## src/rtl/mem_loader_pkg.sv

```systemverilog
// mem_loader_pkg: shared state encoding, memory depth and I/O addresses for mem_loader
package mem_loader_pkg;
   localparam int MEM_DEPTH = 64;
   localparam logic [0:0] LOAD = 1'b0;
   localparam logic [0:0] RUN  = 1'b1;
   localparam logic [5:0] IO_IN_ADDR  = 6'h3E;
   localparam logic [5:0] IO_OUT_ADDR = 6'h3F;
endpackage

```

## src/rtl/ram64x8.sv

```systemverilog
// ram64x8: 64x8 RAM, one synchronous write port, one combinational read port, no reset
module ram64x8 (
   input  logic       clk,
   input  logic       we,
   input  logic [5:0] waddr,
   input  logic [7:0] wdata,
   input  logic [5:0] raddr,
   output logic [7:0] rdata
);
   logic [7:0] mem_q [0:63];
   always_ff @(posedge clk)
      if (we) mem_q[waddr] <= wdata;
   assign rdata = mem_q[raddr];
endmodule

```

## src/rtl/mem_loader.sv

```systemverilog
// mem_loader: byte loader for a processor RAM with LOAD/RUN control; MEM_LOADER_IO_EN maps gpio at 6'h3E/6'h3F
module mem_loader
   import mem_loader_pkg::*;
#(
   parameter int DEPTH = MEM_DEPTH
) (
   input  logic       clk,
   input  logic       clr,
   input  logic [5:0] cpu_addr,
   input  logic       cpu_we,
   input  logic [7:0] cpu_wdata,
   output logic [7:0] cpu_rdata,
   output logic       cpu_clr_n,
   input  logic       ld_valid,
   input  logic [7:0] ld_data,
   input  logic       ld_last,
   output logic       ld_ready,
   input  logic       ld_start,
   input  logic       run_req,
   input  logic [7:0] gpio_in,
   output logic [7:0] gpio_out
);
   logic [0:0] state_q, state_d;
   logic [5:0] wptr_q, wptr_d;
   logic       clr_n_q, clr_n_d;
   logic       accept, last_word, cpu_wr, io_hit, ram_we;
   logic [7:0] ram_rdata;
   assign ld_ready  = state_q == LOAD;
   assign cpu_clr_n = clr_n_q;
   assign accept    = ld_valid & ld_ready;
   assign last_word = wptr_q == 6'(DEPTH - 1);
   assign cpu_wr    = state_q == RUN & cpu_we & ~ld_start;
   always_comb begin
      state_d = state_q;
      wptr_d  = wptr_q;
      if (state_q == LOAD) begin
         wptr_d  = accept && !last_word ? wptr_q + 6'd1 : wptr_q;
         state_d = (accept && (ld_last || last_word)) || run_req ? RUN : LOAD;
      end else if (ld_start) begin
         state_d = LOAD;
         wptr_d  = '0;
      end
      clr_n_d = state_d == RUN;
   end
   always_ff @(posedge clk)
      if (clr) begin
         state_q <= LOAD;
         wptr_q  <= '0;
         clr_n_q <= 1'b0;
      end else begin
         state_q <= state_d;
         wptr_q  <= wptr_d;
         clr_n_q <= clr_n_d;
      end
   // loader and processor writes are exclusive because they live in different states
   assign ram_we = ~clr & (accept | (cpu_wr & ~io_hit));
   ram64x8 u_ram (
      .clk   (clk),
      .we    (ram_we),
      .waddr (accept ? wptr_q : cpu_addr),
      .wdata (accept ? ld_data : cpu_wdata),
      .raddr (cpu_addr),
      .rdata (ram_rdata)
   );
`ifdef MEM_LOADER_IO_EN
   logic [7:0] sync1_q, sync2_q, gpio_q, gpio_d;
   assign io_hit    = cpu_addr == IO_IN_ADDR || cpu_addr == IO_OUT_ADDR;
   assign gpio_d    = cpu_wr && cpu_addr == IO_OUT_ADDR ? cpu_wdata : gpio_q;
   assign cpu_rdata = cpu_addr == IO_IN_ADDR ? sync2_q : cpu_addr == IO_OUT_ADDR ? gpio_q : ram_rdata;
   assign gpio_out  = gpio_q;
   always_ff @(posedge clk)
      if (clr) begin
         sync1_q <= '0;
         sync2_q <= '0;
         gpio_q  <= '0;
      end else begin
         sync1_q <= gpio_in;
         sync2_q <= sync1_q;
         gpio_q  <= gpio_d;
      end
`else
   logic unused_gpio;
   assign unused_gpio = ^gpio_in;
   assign io_hit      = 1'b0;
   assign cpu_rdata   = ram_rdata;
   assign gpio_out    = 8'h00;
`endif
endmodule

```

## config.mk

```make
export PLATFORM = sky130hd
export DESIGN_NAME = mem_loader
export DESIGN_NICKNAME = d
export VERILOG_FILES = /design/src/rtl/mem_loader_pkg.sv /design/src/rtl/ram64x8.sv /design/src/rtl/mem_loader.sv
export SDC_FILE = /design/constraint.sdc
export NUM_CORES = 1
export LEC_CHECK = 0
export CORE_ASPECT_RATIO = 1.75
export CORE_MARGIN = 4
export CORE_UTILIZATION = 44
export DETAILED_ROUTE_END_ITERATION = 10
export GPL_ROUTABILITY_DRIVEN = 0
export PLACE_DENSITY = 0.61
export SETUP_SLACK_MARGIN = 0.02
export SKIP_CTS_REPAIR_TIMING = 1
export SLEW_MARGIN = 20
export SYNTH_ARGS = -nofsm -noshare
export SYNTH_HDL_FRONTEND = slang
export SYNTH_SLANG_ARGS = --single-unit
```

## constraint.sdc

```tcl
create_clock -name clk -period 3.85 [get_ports clk]
set_input_delay 0.9625 -clock clk [delete_from_list [all_inputs] [get_ports clk]]
set_output_delay 0.9625 -clock clk [all_outputs]
set_load 0.1 [all_outputs]
```

==> metrics.txt <==
# TYPE chip_impl_metric gauge
chip_impl_metric{name="largest_net_degree_at_the_start_of_global_routing",unit=""} 65
chip_impl_metric{name="timing.final.hold_violations",unit=""} 0
chip_impl_info{name="worstSetupEndpointType",value="primary output"} 1
chip_impl_metric{name="leakagePower",unit="nW"} 8.361
chip_impl_metric{name="number_of_antenna_violations_at_the_first_check_in_global_routing",unit=""} 0
chip_impl_info{name="endpoint_of_the_worst_setup_timing_path",value="cpu_rdata[5]"} 1
chip_impl_metric{name="num_vias",unit=""} 10740
chip_impl_metric{name="fill_cells",unit=""} 3455
chip_impl_metric{name="detail-route-antenna-nets",unit=""} 0
chip_impl_metric{name="syn-instance-count",unit=""} 1032
chip_impl_info{name="r2r_end",value="u_ram.mem_q[33][1]$_DFFE_PP_"} 1
chip_impl_info{name="synth.area.top_cells",value="sky130_fd_sc_hd__edfxtp_1 74%, sky130_fd_sc_hd__mux4_2 13%, sky130_fd_sc_hd__nor2_1 1.6%"} 1
chip_impl_metric{name="slew_headroom",unit="%"} 34.10
chip_impl_metric{name="irDropWorstVdd",unit="mV"} 0.2589
chip_impl_metric{name="drv.max_cap_violation_count",unit=""} 0
chip_impl_metric{name="synth_top_cell_area_share",unit="%"} 74.46
chip_impl_metric{name="port_buffers",unit=""} 38
chip_impl_metric{name="antennaDiodeCount",unit=""} 0
chip_impl_info{name="outcome",value="complete, but fails checks"} 1
chip_impl_metric{name="critPathRequiredTime",unit="ns"} 2.89
chip_impl_metric{name="detail_route.first_pass.iterations",unit=""} 5
chip_impl_metric{name="cp.arrival",unit="ns"} 2.90
chip_impl_metric{name="ctsLongestPathBuffers",unit=""} 3
chip_impl_metric{name="finalWorstPathRequiredPeriod",unit="ns"} 3.867
chip_impl_metric{name="clock-sinks",unit=""} 519
chip_impl_metric{name="slew_viol_final",unit=""} 0
chip_impl_metric{name="num_rows",unit=""} 104
chip_impl_metric{name="ff2ff_setup_slack",unit="ns"} 1.27
chip_impl_metric{name="first_global_vias",unit=""} 11310
chip_impl_metric{name="placedInstanceArea",unit="µm²"} 23040
chip_impl_metric{name="ratio_of_routed_vias_to_standard_cells",unit=""} 5.701
chip_impl_metric{name="power_density_over_cell_area",unit="nW/µm²"} 477.2
chip_impl_metric{name="syn-cell-area",unit="µm²"} 20650
chip_impl_metric{name="detail_route.iter0.violations",unit=""} 867
chip_impl_metric{name="r2r.worst_path.cells",unit=""} 5
chip_impl_info{name="clock-root-buffer",value="sky130_fd_sc_hd__clkbuf_16"} 1
chip_impl_info{name="rsz0062_at_grt",value="yes"} 1
chip_impl_info{name="r2r_start",value="cpu_clr_n$_SDFF_PP0_"} 1
chip_impl_metric{name="drive_above_1_share",unit="%"} 37.00
chip_impl_metric{name="grt_first_pass_wirelength",unit="mm"} 73.00
chip_impl_metric{name="synth-async-reset-ratio",unit="%"} 0
chip_impl_metric{name="ff_latch_area",unit="µm²"} 15510
chip_impl_metric{name="worstSkewPairLatency",unit="ns"} 0.55
chip_impl_metric{name="areaGrowthSynthToFinish",unit="%"} 22.53
chip_impl_metric{name="multiInputGateArea",unit="µm²"} 5100
chip_impl_metric{name="grt-ovfl-total",unit=""} 0
chip_impl_info{name="critical_path_class",value="input port to primary output"} 1
chip_impl_metric{name="grtUsageTotal",unit="%"} 19.83
chip_impl_metric{name="ys_types",unit=""} 50
chip_impl_metric{name="design.final.nets",unit=""} 1307
chip_impl_metric{name="die_area",unit="µm²"} 50590
chip_impl_metric{name="finish.instance_area",unit="µm²"} 25300
chip_impl_metric{name="transition_time_of_the_tightest_slew_check_pin",unit="ns"} 0.9885
chip_impl_metric{name="drc",unit=""} 0
chip_impl_metric{name="tritoncts.num_buffers",unit=""} 43
chip_impl_metric{name="min_hold_slack",unit="ns"} 0.6048
chip_impl_metric{name="synth_seq_area_share",unit="%"} 75.14
chip_impl_metric{name="ys_ff_latch",unit=""} 519
chip_impl_metric{name="die_w",unit="µm"} 171.8
chip_impl_metric{name="core_area",unit="µm²"} 46190
chip_impl_info{name="tritoncts",value="built"} 1
chip_impl_metric{name="initial_core_util",unit="%"} 44.70
chip_impl_metric{name="place.detailed.hpwl",unit="mm"} 33.19
chip_impl_metric{name="clk_pin_slew",unit="ns"} 0.07
chip_impl_metric{name="maxClockFrequency",unit="MHz"} 258.6
chip_impl_metric{name="synth_area_per_cell",unit="µm²"} 20.01
chip_impl_info{name="failed_checks",value="negative setup slack"} 1
chip_impl_metric{name="avgRoutedWirePerCell",unit="µm"} 27.03
chip_impl_info{name="cell_type_contributing_the_most_total_cell_area_after_synthesis",value="sky130_fd_sc_hd__edfxtp_1"} 1
chip_impl_metric{name="drt_wl_total",unit="mm"} 50.90
chip_impl_info{name="cp-start-kind",value="input port"} 1
chip_impl_metric{name="pin_count",unit=""} 55
chip_impl_metric{name="fin_crit_sh",unit="%"} 100.4
chip_impl_info{name="worst_hold_path_type",value="flip-flop to flip-flop"} 1
chip_impl_metric{name="clock_tree.htree_level_count",unit=""} 2
chip_impl_metric{name="die_h",unit="µm"} 294.6
chip_impl_metric{name="synth-edff-count",unit=""} 512
chip_impl_metric{name="worst_clock_skew",unit="ns"} 0.02035
chip_impl_info{name="synth_ff_type",value="sky130_fd_sc_hd__edfxtp_1"} 1
chip_impl_metric{name="finalWorstSetupSlack",unit="ns"} -0.01653
chip_impl_metric{name="synthesis.yosys.warnings",unit=""} 0
chip_impl_info{name="crit_start",value="cpu_addr[0]"} 1
chip_impl_metric{name="crit_fanout",unit=""} 7
chip_impl_metric{name="setup_violations",unit=""} 1
==> worst min path at each step <==
stage          slack [ns]                   start  depth (start not counted)                endpoint
5_1_grt              0.63  wptr_q[1]$_SDFFE_PP0P_                          2  wptr_q[1]$_SDFFE_PP0P_
3_3_place_gp         0.57  wptr_q[1]$_SDFFE_PP0P_                          2  wptr_q[1]$_SDFFE_PP0P_
4_1_cts              0.59  wptr_q[1]$_SDFFE_PP0P_                          2  wptr_q[1]$_SDFFE_PP0P_
3_5_place_dp         0.57  wptr_q[1]$_SDFFE_PP0P_                          2  wptr_q[1]$_SDFFE_PP0P_
2_1_floorplan        0.52  wptr_q[1]$_SDFFE_PP0P_                          2  wptr_q[1]$_SDFFE_PP0P_
6_report             0.60    cpu_clr_n$_SDFF_PP0_                          2    cpu_clr_n$_SDFF_PP0_
==> cell families (layout without fill, tap and decap cells) <==
group                      count (synthesis)  in the layout  share of synthesized area, %
muxes                                    156            156                         15.57
adders and majority gates                  1              1                       0.06059
AOI/OAI and AO/OA                         83             83                         2.709
other                                      1              8                       0.01816
buffers and inverters                     68            329                         2.036
xor gates and xnor gates                   4              4                        0.1697
DFF                                      519            519                         75.14
and+or+nand+nor                          200            200                         4.297
==> cell usage after synthesis, types with 2 or more instances <==
master / instances
sky130_fd_sc_hd__edfxtp_1: 512
sky130_fd_sc_hd__mux4_2: 117
sky130_fd_sc_hd__nor2_1: 89
sky130_fd_sc_hd__nand2_1: 49
sky130_fd_sc_hd__clkbuf_1: 23
sky130_fd_sc_hd__mux2i_1: 20
sky130_fd_sc_hd__buf_2: 16
sky130_fd_sc_hd__nor3_1: 16
sky130_fd_sc_hd__o22ai_1: 15
sky130_fd_sc_hd__a21oi_1: 14
sky130_fd_sc_hd__buf_4: 14
sky130_fd_sc_hd__o21ai_0: 12
sky130_fd_sc_hd__mux4_1: 11
sky130_fd_sc_hd__nor2b_1: 10
sky130_fd_sc_hd__nand3_1: 9
sky130_fd_sc_hd__a211oi_1: 8
sky130_fd_sc_hd__buf_6: 8
sky130_fd_sc_hd__mux2_2: 8
sky130_fd_sc_hd__nand2b_1: 8
sky130_fd_sc_hd__dfxtp_1: 7
sky130_fd_sc_hd__nor4_1: 6
sky130_fd_sc_hd__nand3b_1: 5
sky130_fd_sc_hd__o21a_1: 4
sky130_fd_sc_hd__xnor2_1: 4
sky130_fd_sc_hd__a2111oi_0: 3
sky130_fd_sc_hd__a22o_1: 3
sky130_fd_sc_hd__a32o_1: 3
sky130_fd_sc_hd__inv_1: 3
sky130_fd_sc_hd__nor3b_1: 3
sky130_fd_sc_hd__o21ai_1: 3
sky130_fd_sc_hd__o32ai_1: 3
sky130_fd_sc_hd__a211o_1: 2
sky130_fd_sc_hd__a31oi_1: 2
sky130_fd_sc_hd__a32oi_1: 2
sky130_fd_sc_hd__buf_1: 2
sky130_fd_sc_hd__buf_12: 2
sky130_fd_sc_hd__o2111ai_1: 2
sky130_fd_sc_hd__o221ai_1: 2
==> metal layers <==
layer | up-vias | routed length, µm | global-route usage (%)
li1 | 4685 | - | -
met1 | 5640 | 18140 | 23.28
met2 | 326 | 28460 | 36.96
met3 | 84 | 2240 | 2.214
met4 | 0 | 2048 | 7.521
met5 | - | 0 | 0
==> final cells by class <==
type | count | share of cell area (%)
repair buffers | 250 | 9.639
multi-input cells | 452 | 20.16
flip-flops and latches | 519 | 61.33
inverters | 3 | 0.04451
clock buffers | 50 | 4.525
clock inverters | 26 | 1.424
well taps | 583 | 2.883
==> sequential cells by signal, summed over array words and instances, names as in the netlist <==
| name | flops |
|---|---|
| wptr_q | 6 |
| u_ram.mem_q | 512 |
| cpu_clr_n | 1 |
==> stage by stage <==
step,TNS (ns),setup slack [ns],power (mW),instances,utilization [%]
after global routing,-0.1777,-0.05293,12.42,1883,54.77
after global placement,-1.916,-0.3886,7.423,1779,49.87
after floorplan,0,0.01458,7.002,1039,-
after detailed placement,-1.936,-0.3628,7.443,1779,49.87
after CTS,-2.028,-0.3841,12.07,1855,53.13
final,-0.01653,-0.01653,12.07,1883,54.77
==> report_power, final <==
part	switching [mW]	total, mW	internal [mW]
sequential	0.00696	6.31	6.30
clock	1.97	4.66	2.69
combinational	0.676	1.10	0.423
total	2.66	12.1	9.41
==> cell usage in the layout (no fill, tap or decap), drive strengths merged, types with 6 or more instances in the layout <==
cell type	instances
mux2	8
nand2	49
mux4	128
buf	218
edfxtp	512
clkbuf	55
a21oi	14
nand3	9
a211oi	8
nand2b	8
o22ai	15
nor2	89
clkdlybuf4s50	25
o21ai	15
nor4	6
mux2i	20
nor2b	10
bufinv	8
nor3	16
dfxtp	7
clkinv	14
conb	8
==> worst max-delay path: stages <==
cell                     delay, ns
sky130_fd_sc_hd__buf_16       0.13
sky130_fd_sc_hd__buf_12       0.15
sky130_fd_sc_hd__buf_16       0.15
sky130_fd_sc_hd__buf_12       0.14
sky130_fd_sc_hd__buf_8        0.12
sky130_fd_sc_hd__mux4_2       0.40
sky130_fd_sc_hd__nor2_4       0.05
sky130_fd_sc_hd__nor4_4       0.32
sky130_fd_sc_hd__a22o_1       0.27
sky130_fd_sc_hd__buf_12       0.19
(Power assumes the default switching activity.)
